--- src/rtl/pipe_pkg.sv ---
// Shared pipeline constants and the entry-register operation encoding.
// Used by every stage register in the pipeline.
package pipe_pkg;
  localparam int WIDTH         = 32;
  localparam int ADDRWIDTH     = 32;
  localparam int OP_WIDTH      = 6;
  localparam int CNT_WIDTH_DEF = 16;

  localparam logic [WIDTH-1:0] INS_NOP = {6'b000000, 26'b0};

  typedef enum logic [1:0] {
    ENT_HOLD  = 2'd0,
    ENT_LOAD  = 2'd1,
    ENT_DRAIN = 2'd2,
    ENT_FLUSH = 2'd3
  } ent_op_e;
endpackage

--- src/rtl/pipe_entry_reg.sv ---
// One valid+data+side register: load, drain (valid low, contents kept), flush to NOP, or hold.
// Zero added latency; the owner decides the operation every cycle.
module pipe_entry_reg
  import pipe_pkg::*;
#(
  parameter int                    DATA_WIDTH       = 32,
  parameter int                    SIDE_WIDTH       = 32,
  parameter logic [DATA_WIDTH-1:0] NOP_VALUE        = '0,
  parameter bit                    FLUSH_LOADS_SIDE = 1'b0
) (
  input  logic                  clk_i,
  input  logic                  rst_i,
  input  ent_op_e               op_i,
  input  logic [DATA_WIDTH-1:0] data_i,
  input  logic [SIDE_WIDTH-1:0] side_i,
  output logic                  valid_o,
  output logic [DATA_WIDTH-1:0] data_o,
  output logic [SIDE_WIDTH-1:0] side_o
);

  logic                  valid_q, valid_d;
  logic [DATA_WIDTH-1:0] data_q, data_d;
  logic [SIDE_WIDTH-1:0] side_q, side_d;

  always_comb begin
    valid_d = valid_q;
    data_d  = data_q;
    side_d  = side_q;
    case (op_i)
      ENT_LOAD: begin
        valid_d = 1'b1;
        data_d  = data_i;
        side_d  = side_i;
      end
      ENT_DRAIN: valid_d = 1'b0;
      ENT_FLUSH: begin
        valid_d = 1'b0;
        data_d  = NOP_VALUE;
        // the sideband keeps flowing through a flush only where the owner asks for it
        side_d  = FLUSH_LOADS_SIDE ? side_i : side_q;
      end
      default: ;
    endcase
  end

  always_ff @(posedge clk_i or posedge rst_i) begin
    if (rst_i) begin
      valid_q <= 1'b0;
      data_q  <= NOP_VALUE;
      side_q  <= '0;
    end else begin
      valid_q <= valid_d;
      data_q  <= data_d;
      side_q  <= side_d;
    end
  end

  assign valid_o = valid_q;
  assign data_o  = data_q;
  assign side_o  = side_q;

endmodule

--- src/rtl/pipe_stage_skid.sv ---
// Pipeline stage register with 2-entry skid, keep/flush control and a saturating flush counter.
// 1-cycle latency when empty; in_ready_o is registered (low while skid is full or keep_i is high).
module pipe_stage_skid
  import pipe_pkg::*;
#(
  parameter int                    DATA_WIDTH      = 32,
  parameter int                    SIDE_WIDTH      = 32,
  parameter logic [DATA_WIDTH-1:0] NOP_VALUE       = '0,
  parameter int                    FLUSH_OVER_KEEP = 0,
  parameter int                    CNT_WIDTH       = CNT_WIDTH_DEF
) (
  input  logic                  clk_i,
  input  logic                  rst_i,
  input  logic                  keep_i,
  input  logic                  flush_i,
  input  logic                  in_valid_i,
  output logic                  in_ready_o,
  input  logic [DATA_WIDTH-1:0] in_data_i,
  input  logic [SIDE_WIDTH-1:0] in_side_i,
  output logic                  out_valid_o,
  input  logic                  out_ready_i,
  output logic [DATA_WIDTH-1:0] out_data_o,
  output logic [SIDE_WIDTH-1:0] out_side_o,
  output logic [1:0]            occupancy_o,
  output logic [CNT_WIDTH-1:0]  flush_cnt_o
);

  logic                  out_valid_q, skid_valid_q;
  logic [DATA_WIDTH-1:0] skid_data;
  logic [SIDE_WIDTH-1:0] skid_side;
  logic [CNT_WIDTH-1:0]  flush_cnt_q, flush_cnt_d;

  logic                  keep_take, flush_take, in_fire, out_fire, out_free;
  ent_op_e               out_op, skid_op;
  logic [DATA_WIDTH-1:0] out_src_data;
  logic [SIDE_WIDTH-1:0] out_src_side;

  always_comb begin
    if (FLUSH_OVER_KEEP != 0) begin
      flush_take = flush_i;
      keep_take  = keep_i & ~flush_i;
    end else begin
      keep_take  = keep_i;
      flush_take = flush_i & ~keep_i;
    end
  end

  assign in_ready_o = ~skid_valid_q & ~keep_i;
  assign in_fire    = in_valid_i & in_ready_o;
  assign out_fire   = out_valid_q & out_ready_i & ~keep_i;
  assign out_free   = ~out_valid_q | out_fire;

  always_comb begin
    out_op       = ENT_HOLD;
    skid_op      = ENT_HOLD;
    out_src_data = in_data_i;
    out_src_side = in_side_i;
    if (flush_take) begin
      out_op  = ENT_FLUSH;
      skid_op = ENT_FLUSH;
    end else if (!keep_take) begin
      if (out_free) begin
        // skid always drains first to keep FIFO order; in_fire cannot coincide with it
        if (skid_valid_q) begin
          out_op       = ENT_LOAD;
          out_src_data = skid_data;
          out_src_side = skid_side;
          skid_op      = ENT_DRAIN;
        end else if (in_fire) begin
          out_op = ENT_LOAD;
        end else begin
          out_op = ENT_DRAIN;
        end
      end else if (in_fire) begin
        skid_op = ENT_LOAD;
      end
    end
  end

  always_comb begin
    flush_cnt_d = flush_cnt_q;
    if (flush_take && !(&flush_cnt_q)) begin
      flush_cnt_d = flush_cnt_q + {{(CNT_WIDTH-1){1'b0}}, 1'b1};
    end
  end

  always_ff @(posedge clk_i or posedge rst_i) begin
    if (rst_i) begin
      flush_cnt_q <= '0;
    end else begin
      flush_cnt_q <= flush_cnt_d;
    end
  end

  pipe_entry_reg #(
    .DATA_WIDTH      (DATA_WIDTH),
    .SIDE_WIDTH      (SIDE_WIDTH),
    .NOP_VALUE       (NOP_VALUE),
    .FLUSH_LOADS_SIDE(1'b1)
  ) u_out_entry (
    .clk_i  (clk_i),
    .rst_i  (rst_i),
    .op_i   (out_op),
    .data_i (out_src_data),
    .side_i (out_src_side),
    .valid_o(out_valid_q),
    .data_o (out_data_o),
    .side_o (out_side_o)
  );

  pipe_entry_reg #(
    .DATA_WIDTH      (DATA_WIDTH),
    .SIDE_WIDTH      (SIDE_WIDTH),
    .NOP_VALUE       (NOP_VALUE),
    .FLUSH_LOADS_SIDE(1'b0)
  ) u_skid_entry (
    .clk_i  (clk_i),
    .rst_i  (rst_i),
    .op_i   (skid_op),
    .data_i (in_data_i),
    .side_i (in_side_i),
    .valid_o(skid_valid_q),
    .data_o (skid_data),
    .side_o (skid_side)
  );

  assign out_valid_o = out_valid_q;
  assign occupancy_o = {1'b0, out_valid_q} + {1'b0, skid_valid_q};
  assign flush_cnt_o = flush_cnt_q;

endmodule
--- config.mk ---
export PLATFORM = sky130hd
export DESIGN_NAME = pipe_stage_skid
export DESIGN_NICKNAME = d
export VERILOG_FILES = /design/src/rtl/pipe_pkg.sv /design/src/rtl/pipe_entry_reg.sv /design/src/rtl/pipe_stage_skid.sv
export SDC_FILE = /design/constraint.sdc
export NUM_CORES = 1
export LEC_CHECK = 0
export CORE_MARGIN = 1.5
export CORE_UTILIZATION = 45
export DETAILED_ROUTE_END_ITERATION = 8
export PLACE_DENSITY_LB_ADDON = 0.2
export SLEW_MARGIN = 40
export SYNTH_ARGS = -nofsm -noshare
export SYNTH_HDL_FRONTEND = slang
export SYNTH_SLANG_ARGS = --single-unit
--- constraint.sdc ---
create_clock -name clk_i -period 4.2 [get_ports clk_i]
set_input_delay 0.63 -clock clk_i [delete_from_list [all_inputs] [get_ports clk_i]]
set_output_delay 0.63 -clock clk_i [all_outputs]
set_load 0.02 [all_outputs]
======== After elaboration in Yosys (flattened, before gate mapping) ========
Cells that the tools add are included.
word-level totals
  bits in registers ....................... 146
  input bits .............................. 70
cells by class
  reductions and logical operators ........ 10
  equal/unequal tests ..................... 6
  muxes and demuxes ....................... 22
  add/subtract/negate cells ............... 2
  bitwise gates (word level) .............. 9
operator list
  operator                                       count
  2-to-1 mux 32 bit                              8
  case mux 32 bit (2 select lines)               2
  2-to-1 mux 2 bit                               9
  adder 16 x 1 -> 16 bit, second input constant  1
  AND reduction 16 bit                           1
  == test 2 bit, second input constant           4
  nonzero test 2 bit                             4
  OR reduction 2 bit                             3
  bitwise AND 1 bit                              5
  == test 2 x 1 -> 1 bit, second input constant  2
  case mux 1 bit (2 select lines)                2
  inverter 1 bit                                 3
  adder 1 x 1 -> 2 bit                           1
  logical AND 1 bit                              1
  zero test 1 bit                                1
  2-to-1 mux 1 bit                               1
  bitwise OR 1 bit                               1

======== Depth between registers and ports, before layout ========
  word-level depth ........................ 11
  depth in mapped cells ................... 7

======== Hierarchy ========
A second synthesis with hierarchy kept.
unflattened totals
  cells, all modules ...................... 449
  area total of the unflattened synthesis .. 6,575.1 um2
modules (own cells, without submodules)
  module                         cells an instance  times used  sequential area each (um2)  area each (um2)
  pipe_entry_reg (u_skid_entry)  146                1           1,626.6                     2,509.9
  pipe_entry_reg (u_out_entry)   145                1           1,626.6                     2,382.3
  pipe_stage_skid                158                1           400.4                       1,682.9

======== Worst setup path before layout ========
No wires, ideal clock.
  path kind ............................... input port to flip-flop
  from .................................... input port flush_i
  to ...................................... register u_out_entry.side_q[10] (netlist: u_out_entry.side_o[10])
  cell stages on the path ................. 5
  data arrival time ....................... 1,997 ps
  setup time .............................. 128 ps
  slack ................................... 2,075 ps
  required time ........................... 4,072 ps
  cells stage by stage .................... buf_2 -> nor4b_4 -> buf_6 -> mux2_2 -> mux2_1
between the ends
  cells in the longest elaborated chain, start to end .. 4
  elaborated cells between the ends (all ways) .. 6
ends and longest elaborated chain
  element                                                         line                   text
  start, declared                                                 pipe_stage_skid.sv:15  input logic flush_i,
  bitwise AND 1 bit (*)                                           pipe_stage_skid.sv:44  flush_take = flush_i & ~keep_i;
  2-to-1 mux 2 bit                                                pipe_stage_skid.sv:58  if (flush_take) begin
  == test 2 x 1 -> 1 bit / == test 2 bit (equally long branches)  pipe_entry_reg.sv:29   case (op_i)
  OR reduction 2 bit (no line)                                    n/a
  end signal, assigned                                            pipe_entry_reg.sv:54   side_q <= side_d;
  end, declared                                                   pipe_entry_reg.sv:23   logic [SIDE_WIDTH-1:0] side_q, side_d;
Every way passes the cells marked *; elsewhere a longest branch is shown, timed or not.
A chain may end at the register's enable or synchronous reset.

======== Final worst setup path ========
  from .................................... input port keep_i
  to ...................................... output port in_ready_o
between the ends
  cells in the longest elaborated chain, start to end .. 2
ends and longest elaborated chain
  element            line                   text
  start, declared    pipe_stage_skid.sv:14  input logic keep_i,
  inverter 1 bit     pipe_stage_skid.sv:48  assign in_ready_o = ~skid_valid_q & ~keep_i;
  bitwise AND 1 bit  pipe_stage_skid.sv:48
  end, declared      pipe_stage_skid.sv:17  output logic in_ready_o,
No other way between the ends.

==> summary.md <==
| Metric | Value |
|---|---|
| Final slew viol count | 0 |
| Yosys reg bits | 146 |
| Root Driver | clkbuf_16 |
| First-pass GRT wire length | 23300 µm |
| Final worst setup slack | approximately 1400 ps |
| Worst hold start | u_out_entry.data_o[2] |
| Largest family of logic cells by synthesized area | multiplexers |
| Top-count cell post-synth | dfrtp_1 |
| CTS clock-pin slew for the worst setup and hold paths | 60 ps |
| Tot Pwr | 0.00423 W |
| Tcrit/Tclk final | 65.6% |
| Post-Route WL | 14500 µm |
| Pin count of the biggest net entering global routing | 67 |
| Resized cells post-CTS | 0 |
| Unique masters post-synth | 45 |
| Internal power | 0.00311 W |
| Die Wd | about 120 µm |
| Placed wire-length estimate | ~9600 µm |
| Post-synth top flop | dfrtp_1 |
| Core outline area | between 10000 and 15000 µm² |
| Net switching power | 0.00111 W |
| LEAKAGE | 3.93 nW |
| Layout Skew | 5.23 ps |
| Setup bufs post-CTS | 0 |
| Largest delay share family, worst path | buffers and inverters |
| Mapped cell area | 6360 µm² |
| Synth Area in Adders | 0.393% |
| CP dominant cell by count | clkdlybuf4s50_1 |
| RSZ-0062 raised after global routing | false |
| Post-Syn Nets | 520 |
| Routability cong. | approximately 0.8 |
| Die height | 122 µm |
| Mapped Avg Cell Area | 14.2 µm² |
| Async S/R FF share, synth | 100% |
| Fin crit period | 2750 ps |
| Via density per instance | 5.49 |
| Seq/Total Area, Yosys | 57.4% |
| Final instance area | about 8700 µm² |
| Hold Path End | u_out_entry.data_o[2] |
| Synth area leaders | dfrtp_1, mux2_2, mux2i_1, a22o_1, o2bb2ai_1 |
| Worst-Skew Late Latency | 420 ps |
| Final setup fails | 0 |
| CP max stage delay | 640 ps |
| CP startpoint | keep_i |
| Cell Rows | 43 |
| CTS sink cnt | 146 |
| Sw Ratio | 26.3% |
| DR WL/cell | 18.2 µm |
| Post-synth top area cell | dfrtp_1 |
| Worst reg2reg setup slack | 2080 ps |
| Max-cap viol count | 0 |
| Share of the synthesized area in the top cell type | 57.4% |
| Hold crit path type | reg2reg |
| Die Area | between 10000 and 15000 µm² |
| Inserted Clock Buffers | 17 |
| DP Worst Slack | between 1000 and 1500 ps |
| Crit. End Element | primary output |
| XOR/XNOR Fraction of Synth Area | around 1.8% |
| Data required, critical path | 3570 ps |
| Crit Path Category | in2out |
| CTS tree | yes |
| Detailed Routing Iterations Pass 1 | 6 |
| Clock Path Buffers | 2 |
| GRT Total Usage | 20.4% |
| Share of cells above drive strength 1 | a little under a quarter |
| Worst-margin pin slew | 667 ps |
| Fmax | between 300 and 400 MHz |
| Post-Synth Simple-Gate Area | around 5.1% |
| Via Count | 4361 |
| Worst r2r src | u_out_entry.valid_o |
| Area grow syn2layout | 37.2% |
| Mux contribution to synthesized area | 22.3% |
| # DRC | 0 |
| Critical path launch point type | input port |
| Port-buffer cells | 153 |
| Overflow after GRT | 0 |
| Nets@finish | 673 |
| Setup TNS Final | 0 ps |
| Slowest cell on crit path | clkdlybuf4s50_1 |
| Worst path cell trace | clkdlybuf4s50_1 > nor2_1 > clkdlybuf4s50_1 |
| Critical path buffers and inverters | 2 |
| H-Tree Level Count | 4 |
| Ant. Diodes | 0 |
| Top post-synthesis cells by count | dfrtp_1, mux2_2, a22o_1, mux2i_1, o2bb2ai_1 |
| Clock power share | between 30% and 40% |
| EDFF count, synth | 0 |
| Initial Utilization | between 40% and 50% |
| Comb pwr share | 20.6% |
| Vias in the first global route | 4586 |
| Synthesized netlist cell count | 448 |
| Antenna violations before repair | 0 |
| Crit-path max FO | 12 |
| Flop pwr share | about two fifths |
| Crit path DAT | between 2000 and 2500 ps |
| Io pins | 154 |
| Outcome | complete, no violations |
| Post-DRT Antenna Nets | 0 |
| Critical path depth in cells | 3 |
| Slew HR | 55.3% |
| Layout fillers | 1045 |
| Worst reg2reg path depth | 5 |
| R2r endpoint | u_out_entry.side_o[8] |
| # hold bufs at CTS | 0 |
| Pwr Density | 484 nW/µm² |
| Post-synthesis compound-gate area fraction | around a tenth |
| YS warnings | 0 |
| Hold path depth | 1 |
| Worst VDD drop | 305 µV |
| Cell area after placement | ~8100 µm² |
| 1st-iter DRT viols | around 230 |
| Final Hold Vio Count | 0 |
-- cells in the final DEF (no fill, tap or decap), drive strengths merged, types with 3 or more instances in the layout --
cell and n:
nand3 8, nor4 3, mux2i 32, o2bb2ai 32
dfrtp 146, o21ai 3, bufinv 3, xnor2 6
nand2 8, nor2 9, xor2 7, mux2 97
clkinvlp 4, buf 10, clkbuf 24, a22o 32
clkdlybuf4s50 153, nand4 5
-- routing by layer --
metal,routed length [µm],GRT usage (%),up-vias
met5,0,0,-
met4,188,6.62,0
met3,987,6.69,17
met2,6930,32.1,145
met1,6360,26.8,2230
li1,-,-,1969
-- how the worst max path moves through the flow --
stage	endpoint	slack, ps
6_report	in_ready_o	1450
5_1_grt	in_ready_o	1410
3_3_place_gp	u_out_entry.side_o[4]	1320
3_5_place_dp	u_out_entry.side_o[8]	1300
2_1_floorplan	flush_cnt_o[0]	1740
4_1_cts	in_ready_o	1450
-- sequential cells by signal, summed over array words and instances, names as in the netlist --
name                  count
u_skid_entry.data_o      32
u_skid_entry.side_o      32
u_out_entry.valid_o       1
u_out_entry.side_o       32
u_out_entry.data_o       32
u_skid_entry.valid_o      1
flush_cnt_o              16
-- cell type report --
type / count / area, µm² / share of cell area (%)
tap: 180 / 225 / 2.58
clock inverter: 8 / 123 / 1.40
inverter: 3 / 15.0 / 0.172
timing repair buffer: 163 / 1650 / 18.9
clock buffer: 24 / 512 / 5.86
multi-input combinational: 270 / 2550 / 29.2
sequential: 146 / 3650 / 41.8
-- per-stage QoR --
stage | hold WS [ps] | utilization, % | instances
floorplan | 459 | - | 448
global placement | 470 | 58.3 | 760
detailed placement | 473 | 58.6 | 762
CTS | 491 | 63.2 | 794
global route | 501 | 63.2 | 794
finish | 484 | 63.2 | 794
-- kinds of logic (layout without fill, tap and decap cells) --
family	Yosys count	count (layout)
flops	146	146
mux	129	129
compound gates	76	76
simple gates	50	50
buf+inv	32	198
xor+xnor	13	13
fa+ha+maj	2	2
-- power by group through the flow --
| stage | Combinational, W | Sequential, W | Clock [W] |
|---|---|---|---|
| 6_report | 0.000869 | 0.00177 | 0.00159 |
| 3_5_place_dp | 0.000876 | 0.00179 | 0 |
| 3_3_place_gp | 0.000849 | 0.00177 | 0 |
| 5_1_grt | 0.000932 | 0.00179 | 0.00169 |
| 2_1_floorplan | 0.000340 | 0.00189 | 0 |
| 4_1_cts | 0.000880 | 0.00176 | 0.00162 |
(Power assumes the default switching activity.)
